[src/rtl/countdown_timer.sv]
// countdown_timer
//   Loadable down-counter used as a delay / period generator. A start value N
//   is taken through a valid/ready handshake; the timer then counts down on
//   enabled cycles and pulses tc for one cycle when the count expires. In
//   periodic mode the count reloads to N on expiry and keeps running.
//
// Ports
//   clk         clock, all logic on posedge
//   rst         synchronous active-high reset
//   en          count enable (low = hold)
//   load_valid  start request; paired with load_value / periodic
//   load_ready  timer can accept a load this cycle (combinational)
//   load_value  start value N, sampled on accept
//   periodic    1 = auto-reload, 0 = one-shot, sampled on accept
//   abort       cancel the run in progress; blocks a load while idle
//   count       remaining count (registered)
//   busy        high while running
//   tc          one-cycle terminal-count pulse (registered)
module countdown_timer #(
  parameter int WIDTH = 8
) (
  input  logic             clk,
  input  logic             rst,
  input  logic             en,
  input  logic             load_valid,
  output logic             load_ready,
  input  logic [WIDTH-1:0] load_value,
  input  logic             periodic,
  input  logic             abort,
  output logic [WIDTH-1:0] count,
  output logic             busy,
  output logic             tc
);

  typedef enum logic {IDLE = 1'b0, RUN = 1'b1} state_t;

  state_t             state_p0, state_n;
  logic [WIDTH-1:0]   count_p0, count_n;
  logic [WIDTH-1:0]   reload_p0, reload_n;
  logic               mode_p0, mode_n;
  logic               tc_p0, tc_n;
  logic               accept;

  // Decrement that saturates at zero so the count can never wrap.
  function automatic logic [WIDTH-1:0] dec_sat(input logic [WIDTH-1:0] v);
    if (v == '0) return '0;
    return v - 1'b1;
  endfunction

  assign load_ready = (state_p0 == IDLE) && !abort;
  assign accept     = load_valid && load_ready;

  always_comb begin
    state_n  = state_p0;
    count_n  = count_p0;
    reload_n = reload_p0;
    mode_n   = mode_p0;
    tc_n     = 1'b0;
    case (state_p0)
      IDLE: begin
        if (accept) begin
          if (load_value != '0) begin
            count_n  = load_value;
            reload_n = load_value;
            mode_n   = periodic;
            state_n  = RUN;
          end else begin
            // Zero start value expires immediately without entering RUN.
            count_n = '0;
            tc_n    = 1'b1;
          end
        end
      end
      RUN: begin
        if (abort) begin
          count_n = '0;
          state_n = IDLE;
        end else if (en) begin
          if (count_p0 > 1) begin
            count_n = dec_sat(count_p0);
          end else begin
            tc_n = 1'b1;
            if (mode_p0) begin
              count_n = reload_p0;
            end else begin
              count_n = '0;
              state_n = IDLE;
            end
          end
        end
      end
      default: begin
        count_n = '0;
        state_n = IDLE;
      end
    endcase
  end

  // Register stage: all state, count and the tc pulse
  always_ff @(posedge clk) begin
    if (rst) begin
      state_p0  <= IDLE;
      count_p0  <= '0;
      reload_p0 <= '0;
      mode_p0   <= 1'b0;
      tc_p0     <= 1'b0;
    end else begin
      state_p0  <= state_n;
      count_p0  <= count_n;
      reload_p0 <= reload_n;
      mode_p0   <= mode_n;
      tc_p0     <= tc_n;
    end
  end

  assign count = count_p0;
  assign tc    = tc_p0;
  assign busy  = (state_p0 == RUN);

endmodule
[config.mk]
export PLATFORM = sky130hd
export DESIGN_NAME = countdown_timer
export DESIGN_NICKNAME = d
export VERILOG_FILES = /design/src/rtl/countdown_timer.sv
export SDC_FILE = /design/constraint.sdc
export NUM_CORES = 1
export LEC_CHECK = 0
export ABC_AREA = 0
export CORE_MARGIN = 4
export CORE_UTILIZATION = 63
export CTS_BUF_LIST = sky130_fd_sc_hd__clkbuf_8
export DETAILED_ROUTE_END_ITERATION = 6
export DONT_BUFFER_PORTS = 1
export PLACE_DENSITY = 0.79
export SETUP_SLACK_MARGIN = 0.5
export SLEW_MARGIN = 0
export SYNTH_ARGS = -nofsm -noshare
export SYNTH_HDL_FRONTEND = slang
export SYNTH_SLANG_ARGS = --single-unit
[constraint.sdc]
create_clock -name clk -period 2.4 [get_ports clk]
set_clock_uncertainty 0.2 [all_clocks]
set_input_delay 0.48 -clock clk [delete_from_list [all_inputs] [get_ports clk]]
set_output_delay 0.48 -clock clk [all_outputs]
set_load 0.01 [all_outputs]
== Yosys cells after proc, flatten, opt, wreduce, memory -nomap -nowiden ==
Index checks and enable logic that the tools add are counted.

* Register bits: 19
* Input port bits: 14
* Output and inout port bits: 11
* Word-level logic and storage cells: 44

* Add/subtract/negate cells: 1
* Order comparisons: 1
* Equal/unequal tests: 2
* Muxes and demuxes: 27
* Bitwise operators: 1
* Reductions and logical operators: 7

{| class="wikitable"
|+ Operators by type and width
! cell !! number
|-
| $mux 8 || 8
|-
| $mux 1 || 16
|-
| $pmux 8 s2 || 1
|-
| $gt 8x1->1 const B || 1
|-
| $logic_not 8->1 || 1
|-
| $reduce_bool 8->1 || 1
|-
| $sub 8x1->8 const B || 1
|-
| $pmux 1 s2 || 2
|-
| $ne 3x3->1 const B || 1
|-
| $reduce_and 3->1 || 1
|-
| $logic_and 1x1->1 || 2
|-
| $ne 2x2->1 const B || 1
|-
| $reduce_and 2->1 || 1
|-
| $logic_not 1->1 || 1
|-
| $not 1->1 || 1
|}

== Logic depth before layout (Yosys ltp) ==
Gate-level depths: netlist of the first run.

* Depth after elaboration: 11
* Gate-level depth with buffers: 6

== Worst setup path before layout of the first run ==
OpenSTA, ideal clock, no wires.

* Path kind: register -> register
* From: register count_p0[0], in the netlist count[0]
* To: register count_p0[5], in the netlist count[5]
* Arrival time: 1.810 ns
* Data required time: 2.085 ns
* Slack: 0.274 ns
* Stages on the path, launching flop included: 7
* Path through: dfxtp_1 > inv_1 > ha_1 > or2_2 > nor4b_4 > a2111o_1 > and3_1

* Cells in the longest elaborated chain, start to end: 11

{| class="wikitable"
|+ RTL lines
! what !! RTL line !! RTL
|-
| start, declared || 38 || <nowiki>logic [WIDTH-1:0] count_p0, count_n;</nowiki>
|-
| start signal, assigned || 109 || <nowiki>count_p0 <= count_n;</nowiki>
|-
| $logic_not 8->1 || 46 || <nowiki>if (v == '0) return '0;</nowiki>
|-
| $mux 1 || 46 ||
|-
| $mux 1 || 79 || <nowiki>if (count_p0 > 1) begin</nowiki>
|-
| $mux 1 || 78 || <nowiki>end else if (en) begin</nowiki>
|-
| $mux 1 || 75 || <nowiki>if (abort) begin</nowiki>
|-
| $mux 1 || 59 || <nowiki>case (state_p0)</nowiki>
|-
| $mux 8 || 47 || <nowiki>return v - 1'b1;</nowiki>
|-
| $mux 8 * || 79 ||
|-
| $mux 8 * || 78 ||
|-
| $mux 8 * || 75 ||
|-
| $pmux 8 s2 * || 59 ||
|}

Every way passes the cells marked *; elsewhere a longest branch is shown, timed or not. The select of a mux whose other input is x is not followed.
A chain may end at the register's enable or synchronous reset.

== Worst setup path in the final report of the first run ==
Same ends and word-level chain as after synthesis.

==> impl_metrics.py, run 1 <==
metrics = {
    "global_routing": {
        "grt_max_degree": 20,
        "use_met3_pct": 7.580,
        "met1_usage_pct": 34.23,
        "busiest_layer": "met2",
        "gr-total-overflow": 0,
        "grt_pass1_vias": 1157,
        "use_met2_pct": 44.07,
        "grt_pass1_wl_um": 5499,
        "grt.total_usage_pct": 27.55,
        "antenna_found_initial": 0,
    },
    "yosys": {
        "synth-adder-area-share_pct": 3.168,
        "synth_top_area_share_pct": 32.10,
        "ys_ff_latch": 19,
        "synth_top_family_by_area": "simple AND/OR/NAND/NOR gates",
        "synthSimpleGateAreaFrac_pct": 35.06,
        "netlist_area_mm2": 0.001185,
        "yosys.area.top_type": "dfxtp_1",
        "ys_types": 44,
        "synth-main-ff-cell": "dfxtp_1",
        "ys_seq_area_share_pct": 32.10,
        "synthMuxAreaShare_pct": 0.8448,
        "syn_inst": 153,
        "avgSynthCellArea_um2": 7.744,
        "synth_nets": 170,
        "synth-xor-area-share_pct": 0,
        "ys_top_cells_by_area": "dfxtp_1 (32%), nand2_1 (7.0%), a21oi_1 (5.9%)",
        "synth_compound_area_share_pct": 24.60,
        "synth_edf_count": 0,
        "synth-async-reset-ratio_pct": 0,
        "ys_warn_count": 0,
    },
    "routing": {
        "vias_per_cell": 6.642,
        "drt_wl_total_um": 3246,
        "vias": 1189,
        "antenna_left": 0,
        "drtIter0Drc": 70,
        "wl_per_cell_um": 18.13,
        "route.detailed.drc": 0,
        "firstDrtPassIters": 4,
    },
    "die": {
        "start_util_pct": 67.89,
        "die-height_um": 51.37,
        "rows": 15,
        "die_area_mm2": 0.002638,
        "ios": 25,
        "core_area_mm2": 0.001745,
        "fp.dieW_um": 51.37,
    },
    "placement": {
        "dp_hpwl_um": 2331,
        "portBuffers": 0,
        "gp_congestion": 0.9308,
    },
    "pwr": {
        "p_leak_nw": 0.4384,
        "ir_drop_mv": 0.4231,
        "power_density_mw_per_mm2": 600.8,
        "totalPowerFinal_mw": 0.8239,
    },
    "sta": {
        "setup_viol": 0,
        "period_minus_slack_ns": 2.075,
        "rsz0062_at_grt": "yes",
        "hold_viol": 0,
        "fin_crit_sh_pct": 86.45,
        "finalSetupTns_ns": 0,
        "slew_headroom_pct": 56.61,
        "drv_slew": 0,
        "fmaxAchievable_ghz": 0.4820,
        "worstMarginPinSlew_ns": 0.6480,
    },
    "clock_tree": {
        "cts_root_buf": "clkbuf_8",
        "clk_pin_slew_ns": 0.07,
        "clockBufferDepth": 2,
        "clk_latency_ns": 0.25,
        "cts-htree-levels": 1,
        "tritoncts": "built",
        "clock_sinks": 19,
        "numCtsBuffers": 3,
    },
    "min_path": {
        "hold_class": "input pin to register",
        "hp-start": "rst",
    },
    "setup_path": {
        "r2r_end": "count[5]",
        "critPathLaunchType": "register",
        "end_kind": "register",
        "worst-setup-path-type": "register to register",
        "reg2reg_depth": 7,
        "critPathCapture": "count[5]",
        "crit_start": "count[0]",
        "r2r_slack_ns": 0.33,
        "rr_startpoint": "count[0]",
        "required_ns": 2.35,
        "cp_max_fo": 8,
        "cp_data_arrival_time_ns": 2.02,
    },
    "finish": {
        "fin_nets": 172,
        "drive_gt1_share_pct": 24.03,
        "most-common-layout-cells": "nand2_1 (20), nor2_1 (14), a21oi_1 (14)",
        "final_common_cell": "nand2_1",
        "synthToLayoutAreaGrowth_pct": 15.73,
        "diodes": 0,
    },
    "job": {
        "max-cap-violations": 0,
    },
    "status": {
        "status": "finished, final reports clean",
    },
}
## critical path, stage by stage, from the launching register on
cell and delay [ns]:
dfxtp_4 0.44, inv_4 0.06, ha_4 0.18, or2_4 0.27
nor4b_4 0.13, buf_4 0.15, a2111o_1 0.38, and3_4 0.16
## synthesized netlist by cell type, drive strengths merged (2+ instances only)
cell / n
nor2b: 3
a31oi: 3
nand4: 3
nor3b: 3
nor3: 4
nand2b: 3
or3: 3
inv: 3
clkbuf: 6
or4: 4
nor4b: 2
a2111oi: 2
a311oi: 6
o21a: 2
buf: 2
o22ai: 2
nand3: 3
nand3b: 2
or2: 2
dfxtp: 19
nand2: 22
nor2: 14
o21ai: 9
nor4: 3
ha: 3
a21oi: 14
## how the worst min path moves through the flow
stage                   end  depth (start not counted)  slack, ns
5_1_grt            count[7]                          1       0.07
4_1_cts            count[1]                          1       0.08
2_1_floorplan  reload_p0[1]                          2       0.24
3_5_place_dp   reload_p0[6]                          2       0.24
3_3_place_gp   reload_p0[2]                          2       0.24
6_report           count[4]                          1       0.08
## cells by family (layout without fill, tap and decap cells)
kind of cell               count (synthesis)  in the layout
and+or+nand+nor                           75             75
AOI/OAI and AO/OA                         44             44
DFF                                       19             19
buffers and inverters                     11             12
adders and majority gates                  3              3
muxes                                      1              1
## report_power, final
part / switching [mW] / internal [mW] / total, mW
registers: 0.0466 / 0.338 / 0.384
clock network: 0.107 / 0.114 / 0.221
logic: 0.117 / 0.102 / 0.219
## per-stage QoR
step | cell area [um2] | util, % | std cells | worst slack [ns] | hold slack [ns]
2_1_floorplan | 1241 | - | 153 | 0.4840 | 0.2364
3_3_place_gp | 1222 | 70.04 | 171 | 0.3454 | 0.2374
3_5_place_dp | 1222 | 70.04 | 171 | 0.3444 | 0.2441
4_1_cts | 1301 | 74.55 | 176 | 0.3452 | 0.07702
5_1_grt | 1371 | 78.57 | 179 | 0.2990 | 0.07197
6_report | 1371 | 78.57 | 179 | 0.3253 | 0.07996
## repair_timing
| action | CTS | global route |
|---|---|---|
| hold buffers | 0 | 0 |
| pin swaps | 5 | 10 |
| resized for setup | 10 | 9 |
| endpoints found under the hold margin | 0 | 0 |
| setup buffers | 1 | 3 |
| endpoints found under the setup margin | 6 | 9 |
## state kept, by name (all words and copies together) (netlist names)
register / count
busy: 1
mode_p0: 1
count: 8
tc: 1
reload_p0: 8
## area by class of cell
cell class,count,area (um2)
inverters,3,13.76
flip-flops and latches,19,397.9
multi-input cells,123,849.6
repair buffers,5,33.78
clock buffers,3,41.29
well taps,25,31.28
fillers,128,374.1
clock inverters,1,3.754
## per-layer routing
layer	vias up	share of wire (%)	wire length, um
li1	581	-	-
met1	531	41	1323
met2	68	48	1554
met3	9	9.7	316
met4	0	1.6	52
met5	-	0	0
No activity file was read; power rests on OpenSTA's default activity.
==> run 2: changes to the inputs <==
ABC_AREA = 1   (was 0)
SKIP_LAST_GASP = 1   (was unset)
==> run 2 against run 1 <==
- combinational power is 16% higher
- register-to-register slack better by 0.35 ns
- cell area is 9.6% lower
- synthesized cell count is 16% higher
- non-clock buffer count is 5 lower
- synthesized area is 2.2% lower
- utilization is 6.8 points lower
- clock power hardly changed
- global-route usage is 2.8 points lower
- critical path type unchanged
- largest cell class unchanged
- largest power group unchanged
==> impl_metrics.py, run 2 <==
metrics = {
    "min_path": {
        "hold_end": "reload_p0[3]",
        "min_delay_path_depth": 1,
        "hold_class": "input pin to register",
        "hp-start": "rst",
    },
    "clock_tree": {
        "cts-htree-levels": 1,
        "cts_root_buf": "clkbuf_8",
        "clock_sinks": 19,
        "clk_latency_ns": 0.25,
        "numCtsBuffers": 3,
        "clk_pin_slew_ns": 0.07,
        "tritoncts": "built",
        "clockBufferDepth": 2,
        "post_cts.repair.setup_buffers": 0,
    },
    "setup_path": {
        "worst-setup-path-type": "register to register",
        "reg2reg_depth": 6,
        "r2r_end": "count[4]",
        "cp_data_arrival_time_ns": 1.67,
        "required_ns": 2.34,
        "end_kind": "register",
        "rr_startpoint": "busy",
        "r2r_slack_ns": 0.68,
        "critPathLaunchType": "register",
        "cp_max_fo": 9,
    },
    "routing": {
        "route.detailed.drc": 0,
        "drtIter0Drc": 61,
        "vias": 1206,
        "firstDrtPassIters": 4,
        "wl_per_cell_um": 14.27,
        "drt_wl_total_um": 2925,
        "vias_per_cell": 5.883,
        "antenna_left": 0,
    },
    "finish": {
        "fill_cells": 155,
        "most-common-layout-cells": "nand2_1 (40), a21oi_1 (25), nor2_1 (24)",
        "fin_util_pct": 71.81,
        "fin_nets": 198,
        "final_common_cell": "nand2_1",
        "drive_gt1_share_pct": 12.22,
        "synthToLayoutAreaGrowth_pct": 7.020,
        "diodes": 0,
    },
    "yosys": {
        "synth_top_family_by_area": "simple AND/OR/NAND/NOR gates",
        "ys_top_cells_by_area": "dfxtp_1 (33%), nand2_1 (13%), a21oi_1 (11%)",
        "synth-xor-area-share_pct": 0.7559,
        "ys_warn_count": 0,
        "synth-main-ff-cell": "dfxtp_1",
        "synth-async-reset-ratio_pct": 0,
        "synth_common_cells": "nand2_1 (40), a21oi_1 (25), nor2_1 (24)",
        "synth_compound_area_share_pct": 19.76,
        "synth_nets": 195,
        "synthMuxAreaShare_pct": 0,
        "ys_ff_latch": 19,
        "syn_inst": 178,
        "yosys.cell_count.top_type": "nand2_1",
        "ys_types": 21,
        "yosys.area.top_type": "dfxtp_1",
        "synth_top_area_share_pct": 32.83,
        "avgSynthCellArea_um2": 6.509,
        "netlist_area_mm2": 0.001159,
        "ys_seq_area_share_pct": 32.83,
        "synth_edf_count": 0,
        "synthSimpleGateAreaFrac_pct": 36.72,
        "synth-adder-area-share_pct": 3.240,
    },
    "pwr": {
        "internal-power_mw": 0.5430,
        "power_density_mw_per_mm2": 690.2,
        "p_seq_share_pct": 44.7,
        "p_switching_mw": 0.3128,
        "p_comb_share_pct": 29.6,
        "p_leak_nw": 0.5327,
        "totalPowerFinal_mw": 0.8558,
        "switching_share_pct": 36.55,
        "ir_drop_mv": 0.5092,
        "p_clk_share_pct": 25.6,
    },
    "sta": {
        "slew_headroom_pct": 70.76,
        "period_minus_slack_ns": 1.723,
        "fin_crit_sh_pct": 71.81,
        "hold_viol": 0,
        "finalSetupTns_ns": 0,
        "holdWs_ns": 0.09032,
        "drv_slew": 0,
        "fmaxAchievable_ghz": 0.5802,
        "final_critical_path_setup_slack_ns": 0.6765,
        "setup_viol": 0,
        "rsz0062_at_grt": "no",
        "worstMarginPinSlew_ns": 0.4382,
    },
    "placement": {
        "dp_hpwl_um": 2183,
        "pre_cts_ws_ns": 0.5414,
        "gp_congestion": 0.9088,
        "portBuffers": 0,
    },
    "job": {
        "max-cap-violations": 0,
    },
    "global_routing": {
        "gr-total-overflow": 0,
        "antenna_found_initial": 0,
        "grt_pass1_wl_um": 4809,
        "grt.total_usage_pct": 24.78,
        "grt_pass1_vias": 1100,
        "grt_max_degree": 18,
    },
    "die": {
        "rows": 15,
        "core_area_mm2": 0.001727,
        "ios": 25,
        "die_area_mm2": 0.002589,
        "start_util_pct": 67.10,
        "fp.dieW_um": 50.89,
        "die-height_um": 50.89,
    },
    "status": {
        "status": "finished, final reports clean",
    },
}
run 2: what timing repair did:
| action | in CTS | in global routing |
|---|---|---|
| setup endpoints to repair | 0 | 10 |
| hold buffers | 0 | 0 |
| gates resized for setup | 0 | 4 |
| hold endpoints to repair | 0 | 0 |
run 2: through the flow:
step / cells / instance area, um2
floorplan: 178 / 1159
global placement: 201 / 1182
detailed placement: 201 / 1182
CTS: 205 / 1227
global route: 205 / 1240
finish: 205 / 1240
run 2: layout make-up:
class	instances	area, um2	area share, %
Inverter	18	70.07	5.651
Sequential cell	19	382.9	30.88
Multi-Input combinational cell	139	710.7	57.32
Clock inverter	1	3.754	0.3027
Clock buffer	3	41.29	3.330
Tap cell	25	31.28	2.523
run 2: cell families after synthesis:
family / after synthesis
flip-flops: 19
AO/OA/AOI/OAI: 45
buffers and inverters: 20
adder cells (fa/ha/maj): 3
AND/OR/NAND/NOR: 90
XOR/XNOR: 1
run 2: layer usage:
layer  global-route usage, %  part of all wire, %  routed length [um]  vias up
met2                   42.39                   48                1408       74
met5                       0                    0                   0        -
met3                   4.956                   11                 314        6
met1                   30.59                   40                1159      537
met4                   9.417                  1.5                  43        0
li1                        -                    -                   -      589
run 2: how the worst max path moves through the flow:
stage,from,end,slack [ns],cells past startpoint
2_1_floorplan,count[0],count[4],0.71,9
3_3_place_gp,count[0],count[4],0.63,9
3_5_place_dp,count[0],count[4],0.54,9
4_1_cts,count[0],count[4],0.52,9
5_1_grt,count[0],tc,0.53,8
6_report,busy,count[4],0.68,6
run 2: critical path, cell delays in order, from the launching register on:
cell and delay (ns):
dfxtp_1 0.37, nor2_1 0.24, nand2_1 0.20, nand2_2 0.22, inv_2 0.11, a21oi_1 0.19, a21oi_1 0.10
run 2: power groups by stage:
stage                     clock, mW  combinational (mW)  sequential, mW
after floorplan                   0               0.205           0.377
after global placement            0               0.237           0.388
after detailed placement          0               0.242           0.389
after CTS                     0.221               0.245           0.382
after global routing          0.232               0.286           0.387
final                         0.219               0.254           0.383
